## config.mk

```make
export PLATFORM = sky130hd
export DESIGN_NAME = nibble_serial_adder_sequencer
export DESIGN_NICKNAME = d
export VERILOG_FILES = /design/src/rtl/nibble_serial_adder_sequencer.sv
export SDC_FILE = /design/constraint.sdc
export NUM_CORES = 1
export LEC_CHECK = 0
export ABC_AREA = 1
export ABC_CLOCK_PERIOD_IN_PS = 1600
export CAP_MARGIN = 10
export CELL_PAD_IN_SITES_DETAIL_PLACEMENT = 1
export CELL_PAD_IN_SITES_GLOBAL_PLACEMENT = 1
export CORE_MARGIN = 2
export CORE_UTILIZATION = 35
export DETAILED_ROUTE_END_ITERATION = 8
export HOLD_SLACK_MARGIN = 0.06
export PLACE_DENSITY = 0.89
export SYNTH_ARGS = -nofsm -noshare
export SYNTH_HDL_FRONTEND = slang
export SYNTH_SLANG_ARGS = --single-unit
```

## constraint.sdc

```tcl
create_clock -name clk -period 1.6 [get_ports clk]
set_clock_uncertainty 0.1 [all_clocks]
set_input_delay 0.32 -clock clk [delete_from_list [all_inputs] [get_ports clk]]
set_output_delay 0.32 -clock clk [all_outputs]
set_load 0.01 [all_outputs]
```

## src/rtl/nibble_serial_adder_sequencer.sv

```systemverilog
// Drives one shared 4-bit ripple adder one nibble per clock to add or subtract WIDTH-bit words.
// Ports: clk/rst_n, start/sub/op_a/op_b in, busy/done/result/flags out, add_* adder-side bus.
`timescale 1ns/1ps
module nibble_serial_adder_sequencer #(
    parameter int WIDTH   = 8,
    parameter int NIBBLES = WIDTH / 4
) (
    input  logic             clk,
    input  logic             rst_n,
    input  logic             start,
    input  logic             sub,
    input  logic [WIDTH-1:0] op_a,
    input  logic [WIDTH-1:0] op_b,
    output logic             busy,
    output logic             done,
    output logic [WIDTH-1:0] result,
    output logic             carry_out,
    output logic             overflow,
    output logic             zero,
    output logic [3:0]       add_a,
    output logic [3:0]       add_b,
    output logic             add_cin,
    input  logic [3:0]       add_s,
    input  logic             add_cout
);

    localparam int IW = (NIBBLES > 1) ? $clog2(NIBBLES) : 1;

    typedef enum logic [1:0] {
        IDLE,
        RUN,
        DONE
    } state_t;

    state_t           state_q, state_d;
    logic [IW-1:0]    idx_q, idx_d;
    logic             carry_q, carry_d;
    logic [WIDTH-1:0] a_q, a_d;
    logic [WIDTH-1:0] b_q, b_d;
    logic [WIDTH-1:0] acc_q, acc_d;
    logic [WIDTH-1:0] result_q, result_d;
    logic             carry_out_q, carry_out_d;
    logic             overflow_q, overflow_d;
    logic             zero_q, zero_d;

    always_ff @(posedge clk or negedge rst_n) begin
        if (!rst_n) begin
            state_q     <= IDLE;
            idx_q       <= '0;
            carry_q     <= 1'b0;
            a_q         <= '0;
            b_q         <= '0;
            acc_q       <= '0;
            result_q    <= '0;
            carry_out_q <= 1'b0;
            overflow_q  <= 1'b0;
            zero_q      <= 1'b0;
        end else begin
            state_q     <= state_d;
            idx_q       <= idx_d;
            carry_q     <= carry_d;
            a_q         <= a_d;
            b_q         <= b_d;
            acc_q       <= acc_d;
            result_q    <= result_d;
            carry_out_q <= carry_out_d;
            overflow_q  <= overflow_d;
            zero_q      <= zero_d;
        end
    end

    always_comb begin
        state_d     = state_q;
        idx_d       = idx_q;
        carry_d     = carry_q;
        a_d         = a_q;
        b_d         = b_q;
        acc_d       = acc_q;
        result_d    = result_q;
        carry_out_d = carry_out_q;
        overflow_d  = overflow_q;
        zero_d      = zero_q;
        add_a       = 4'h0;
        add_b       = 4'h0;
        add_cin     = 1'b0;
        unique case (state_q)
            IDLE: begin
                if (start) begin
                    // Subtract is A + ~B + 1: invert B here, seed the carry with 1.
                    a_d     = op_a;
                    b_d     = sub ? ~op_b : op_b;
                    carry_d = sub;
                    idx_d   = '0;
                    acc_d   = '0;
                    state_d = RUN;
                end
            end
            RUN: begin
                for (int i = 0; i < NIBBLES; i++) begin
                    if (idx_q == IW'(i)) begin
                        add_a = a_q[4*i +: 4];
                        add_b = b_q[4*i +: 4];
                        acc_d[4*i +: 4] = add_s;
                    end
                end
                add_cin = carry_q;
                carry_d = add_cout;
                idx_d   = idx_q + 1'b1;
                if (idx_q == IW'(NIBBLES - 1)) begin
                    // acc_d already holds the MSB nibble from this pass.
                    state_d     = DONE;
                    result_d    = acc_d;
                    carry_out_d = add_cout;
                    overflow_d  = (a_q[WIDTH-1] == b_q[WIDTH-1]) &&
                                  (add_s[3] != a_q[WIDTH-1]);
                    zero_d      = (acc_d == '0);
                end
            end
            DONE: begin
                state_d = IDLE;
            end
            default: begin
                state_d = IDLE;
            end
        endcase
    end

    assign busy      = (state_q != IDLE);
    assign done      = (state_q == DONE);
    assign result    = result_q;
    assign carry_out = carry_out_q;
    assign overflow  = overflow_q;
    assign zero      = zero_q;

endmodule

```

==> flow_summary.toml, run 1 <==
[routing]
drc = 0
post_drt_wl_per_cell_microns = 15.01
vias = 1655
routed_wl_microns = 5164
routed_via_density = 4.811
ant_nets = 0
drt_iter0_markers = 66
dr.pass1.iters = 4

[timing]
period_share_pct = 113.0
setup-tns-final_ps = -985.3
period_minus_slack_ps = 1809
finalMaxSlewViolations = 0
rsz0062_at_grt = "yes"
fin_ws_ps = -208.5
timing.hold.ws_ps = 377.0
setup_viol = 8
slew-limit-headroom_pct = 67.12
fmax_mhz = 552.9
worst_pin_slew_ps = 493.2
final_hold_viol_count = 0

[placement]
placedCellCount = 327
numPortBuffers = 46
routabilityCongestion = 0.7464
dp_hpwl_microns = 3158

[worst_hold_path]
whs_endpoint = "result[3]$_DFFE_PN0P_"
hp-start = "result[3]$_DFFE_PN0P_"
holdPathStages = 2
hold_class = "reg2reg"

[grt]
grt_max_degree = 39
grtUsageTotal_pct = 19.94
grt_pass1_vias = 1738
grt_pass1_wl_microns = 8293
grt_remaining_overflow = 0
antenna_found_initial = 0

[worst_setup_path]
worstPathRequired_ps = 1180
crit_arrival_ps = 1390
crit_family = "buffers and inverters"
rrSetupSlack_ps = 110
critPathLaunchType = "flop"
critical_path.cell_chain = "buf_6 -> clkinvlp_4 -> buf_6 -> nand3_2 -> o21ai_2 -> buf_2"
crit_path_max_incr_delay_ps = 420
worstSetupPathType = "reg2out"
path_buf_inv = 4
path_max_fanout = 3
endpoint_kind = "primary output"
worst-r2r-cell-count = 5
reg2reg_to = "idx_q$_DFFE_PN0P_"
path_common_cell = "buf_6"
worst_path_max_delay_cell = "dfrtp_2"
timing.rr.start = "state_q[0]$_DFFE_PN0P_"

[finish]
n_antenna_cell = 0
area_delta_synth_final_pct = 49.26
stdcell_count = 344
finalNetCount = 302
drive_gt1_share_pct = 28.16

[cts]
cts_tree = "done"
h-tree-depth = 2
insertion_delay_ps = 290
clockBufferDepth = 2
cts-root-buf = "clkbuf_8"
cts.reportedPaths.clkPinSlew_ps = 80
cts.sinks = 38
cts_buffers = 5

[synth]
synth.most_common_cell = "nand2_1"
synth_area_leader_cell = "dfrtp_1"
synth_top_area_share_pct = 53.48
yosysSeqAreaShare_pct = 53.48
async_reset_ff_share_pct = 100.0
syn_avg_cell_area_sq_um = 8.715
ys.flop_type = "dfrtp_1"
synth-seq-cells = 38
synth_cells = 204
synth_cell_types = 20
synth-edff-count = 0
synth_commonest_cells = "80 x nand2_1, 38 x dfrtp_1, 16 x o21ai_0, 15 x inv_1"
synth_area_sq_um = 1778
ys_warn_count = 0
synth_fp_nets = 229
synth_area_leaders = "dfrtp_1 53%, nand2_1 17%, o21ai_0 4.5%"

[power]
internal_power_uw = 3137
power.switching_uw = 2165
p_leak_uw = 0.001344
ir_worst_vdd_v = 0.0008277
power-per-cell-area_nw_per_um2 = 1998
p_comb_share_pct = 53.1
pwr-share-clk_pct = 15.9
switching_share_pct = 40.84
pwr-share-seq_pct = 31.1

[job]
maxCapViolCount = 0

[die]
coreArea_sq_um = 4817
design.die.area_sq_um = 5666
rows = 25
fp.dieH_microns = 75.28
die_w_microns = 75.28
initial_utilization_pct = 36.91
io_pins = 47

[run_status]
violations = "negative setup slack"
status = "finished, violations left"
-- per-stage QoR --
step                total power [uW]  worst slack [ps]  util [%]  cell area, sq um
CTS                             5151            -220.3     53.84              2594
finish                          5303            -208.5     55.09              2654
global route                    5702            -260.7     55.09              2654
detailed placement              4114            -206.1     49.95              2406
floorplan                       3020             162.1         -              1778
global placement                3999            -172.5     49.95              2406
-- power by group through the flow --
stage | registers [uW] | logic [uW] | clock network, uW
after global placement | 1610 | 2390 | 0
after detailed placement | 1640 | 2470 | 0
final | 1650 | 2810 | 842
after CTS | 1640 | 2660 | 848
after floorplan | 1640 | 1380 | 0
after global routing | 1700 | 3110 | 890
-- per-layer routing --
metal / GRT usage (%) / share of wire [%] / vias up
met5: 0 / 0 / -
met4: 6.238 / 2.2 / 0
met3: 4.953 / 4.6 / 11
met2: 35.28 / 52 / 52
met1: 23.86 / 41 / 800
li1: - / - / 792
-- cell usage in the layout (no fill, tap or decap), types with 8 or more instances in the layout --
master / count
nand2_1: 79
dfrtp_1: 36
clkdlybuf4s50_1: 23
buf_4: 18
inv_1: 14
o21ai_0: 12
buf_2: 12
o21ai_2: 11
xnor2_1: 8
-- sequential cells by signal (all words and copies together) (netlist names) --
signal     flops
state_q        2
carry_q        1
carry_out      1
result         8
a_q            8
b_q            8
zero           1
acc_q          7
idx_q          1
overflow       1
-- final cells by class --
cell class | count | area [sq um]
clock buffers | 6 | 82.58
clock inverters | 1 | 30.03
fillers | 590 | 2163
inverters | 19 | 81.33
multi-input cells | 140 | 772.0
flip-flops and latches | 38 | 953.4
well taps | 67 | 83.83
repair buffers | 72 | 643.1
repair inverters | 1 | 7.507
-- how the worst max path moves through the flow --
stage                                       from       end  cells after the start
after CTS                      idx_q$_DFFE_PN0P_  add_b[0]                      6
after global placement    state_q[1]$_DFFE_PN0P_  add_b[2]                      5
after global routing           idx_q$_DFFE_PN0P_  add_a[3]                      6
after floorplan           state_q[1]$_DFFE_PN0P_  add_a[3]                      6
after detailed placement  state_q[1]$_DFFE_PN0P_  add_b[0]                      5
final                          idx_q$_DFFE_PN0P_  add_a[3]                      6
-- tightest hold or removal path: stages, from the launching register on --
cell	delay (ps)
dfrtp_1	340
nand2_1	60
o21ai_2	50
-- cells by family (layout without fill, tap and decap cells) --
family / count (synthesis) / after routing / share of synthesized area, %
and+or+nand+nor: 90 / 91 / 20.97
buffers and inverters: 27 / 99 / 7.600
xor gates and xnor gates: 8 / 8 / 3.941
DFF: 38 / 38 / 53.48
AOI/OAI and AO/OA: 41 / 41 / 14.00
-- timing repair --
action	4_1_cts	5_1_grt
endpoints found under the setup margin	18	14
gates resized for setup	65	20
pin swaps	1	3
cloned	2	0
endpoints found under the hold margin	38	0
hold buffers	1	0
buffers inserted	7	1
Power figures use the tool's default switching activity.
==> run 2: changes to the inputs <==
CORE_MARGIN = 4   (was 2)
==> run 2 against run 1 <==
The run still ends with negative setup slack left. Clock-buffer cell count shrank 1. Cell area up 0.90%. Global-route usage decreased by 2.0 points. Critical path type unchanged. Largest cell class unchanged. Largest power group unchanged.
==> flow_summary.toml, run 2 (synthesis gave the netlist of run 1 again) <==
[grt]
grtUsageTotal_pct = 17.97
antenna_found_initial = 0
grt_pass1_vias = 1765
grt_max_degree = 18
grt_remaining_overflow = 0
grt_pass1_wl_microns = 8604

[timing]
period_share_pct = 111.5
fmax_mhz = 560.5
period_minus_slack_ps = 1784
rsz0062_at_grt = "yes"
final_hold_viol_count = 0
finalMaxSlewViolations = 0
fin_ws_ps = -184.0
timing.hold.ws_ps = 357.5
setup_viol = 11
slew-limit-headroom_pct = 77.76
worst_pin_slew_ps = 333.7
setup-tns-final_ps = -1095

[cts]
clockBufferDepth = 2
cts-root-buf = "clkbuf_8"
cts_tree = "done"
insertion_delay_ps = 300
cts_buffers = 5
h-tree-depth = 2
cts.sinks = 38
cts.reportedPaths.clkPinSlew_ps = 70

[run_status]
status = "finished, violations left"
violations = "negative setup slack"

[worst_setup_path]
endpoint_kind = "primary output"
worstPathRequired_ps = 1180
worst-r2r-cell-count = 5
path_buf_inv = 4
worst_path_max_delay_cell = "dfrtp_2"
critical_path.cell_chain = "inv_4 -> buf_6 -> buf_6 -> nand2_4 -> a21oi_2 -> buf_2"
worstSetupPathType = "reg2out"
crit_path_max_incr_delay_ps = 440
timing.rr.start = "state_q[0]$_DFFE_PN0P_"
crit_end = "add_b[0]"
path_common_cell = "buf_6"
critPathLaunchType = "flop"
crit_arrival_ps = 1360
crit_family = "buffers and inverters"
reg2reg_to = "b_q[2]$_DFFE_PN0P_"
path_max_fanout = 5
rrSetupSlack_ps = 60
startpoint = "idx_q$_DFFE_PN0P_"
crit_cells = 6

[placement]
place_ws_ps = -193.5
dp_hpwl_microns = 3575
numPortBuffers = 46
place_area_sq_um = 2401
routabilityCongestion = 0.7846

[finish]
drive_gt1_share_pct = 30.50
fillers = 581
area_delta_synth_final_pct = 50.60
n_antenna_cell = 0
ff_latch_area_sq_um = 953.4
finalNetCount = 307
final_cell_mix = "75 x nand2_1, 36 x dfrtp_1, 23 x clkdlybuf4s50_1"
fin_util_pct = 55.58
postLayoutCellArea_sq_um = 2678
multiInputGateArea_sq_um = 795.8
final_common_cell = "nand2_1"

[job]
maxCapViolCount = 0

[die]
design.die.area_sq_um = 6285
rows = 25
fp.dieH_microns = 79.28
io_pins = 47
die_w_microns = 79.28
coreArea_sq_um = 4817
initial_utilization_pct = 36.91

[routing]
routed_wl_microns = 5586
post_drt_wl_per_cell_microns = 16.01
vias = 1669
drc = 0
dr.pass1.iters = 4
routed_via_density = 4.782
drt_iter0_markers = 86
ant_nets = 0

[worst_hold_path]
hold_class = "in2async"

[power]
p_leak_uw = 0.001338
power-per-cell-area_nw_per_um2 = 1994
ir_worst_vdd_v = 0.0009023
run 2: changes by cell type in the layout (fill, tap and decap cells not counted), sizes merged:
cell / delta
buf: +6
dlymetal6s2s: -3
bufinv: -1
clkinvlp: -1
clkinv: +2
clkbuf: -1
dlygate4sd2: +3
run 2: worst min-delay path by stage:
stage                from                     to  slack [ps]  depth (start not counted)
floorplan           rst_n     a_q[0]$_DFFE_PN0P_         -80                          0
global route        rst_n  result[0]$_DFFE_PN0P_         390                          2
global placement    rst_n  result[3]$_DFFE_PN0P_         130                          1
finish              rst_n  result[5]$_DFFE_PN0P_         360                          2
detailed placement  rst_n  result[3]$_DFFE_PN0P_         140                          1
CTS                 rst_n  result[5]$_DFFE_PN0P_         360                          2
run 2: layout make-up:
cell class / instances / share of cell area [%]
timing repair buffer: 78 / 25.65
clock inverter: 2 / 0.3738
tap: 67 / 3.131
inverter: 19 / 2.944
sequential: 38 / 35.61
multi-input combinational: 140 / 29.72
clock buffer: 5 / 2.570
run 2: stage by stage:
step,instances,power (uW)
final,349,5340
after global routing,349,5739
after CTS,345,4932
after detailed placement,328,4160
after global placement,328,4016
after floorplan,204,3020
run 2: where the power goes:
group / leakage [uW] / switching, uW / internal [uW] / total, uW
registers: 0.000473 / 293 / 1410 / 1700
logic: 0.000821 / 1660 / 1360 / 3010
clock network: 0.0000438 / 335 / 292 / 627
run 2: timing repair:
action                     4_1_cts  5_1_grt
resized for setup               72       28
hold endpoints to repair        12        0
hold buffers                     1        0
setup endpoints to repair       21       12
setup buffers                   10        5
cloned                           0        1
pin swaps                        5        6
run 2: layer usage:
layer	routed length (microns)	vias to the layer above	GRT usage, %
met5	0	-	0
met4	138	0	6.529
met3	258	13	4.082
met2	2879	48	32.83
met1	2309	810	20.29
li1	-	798	-
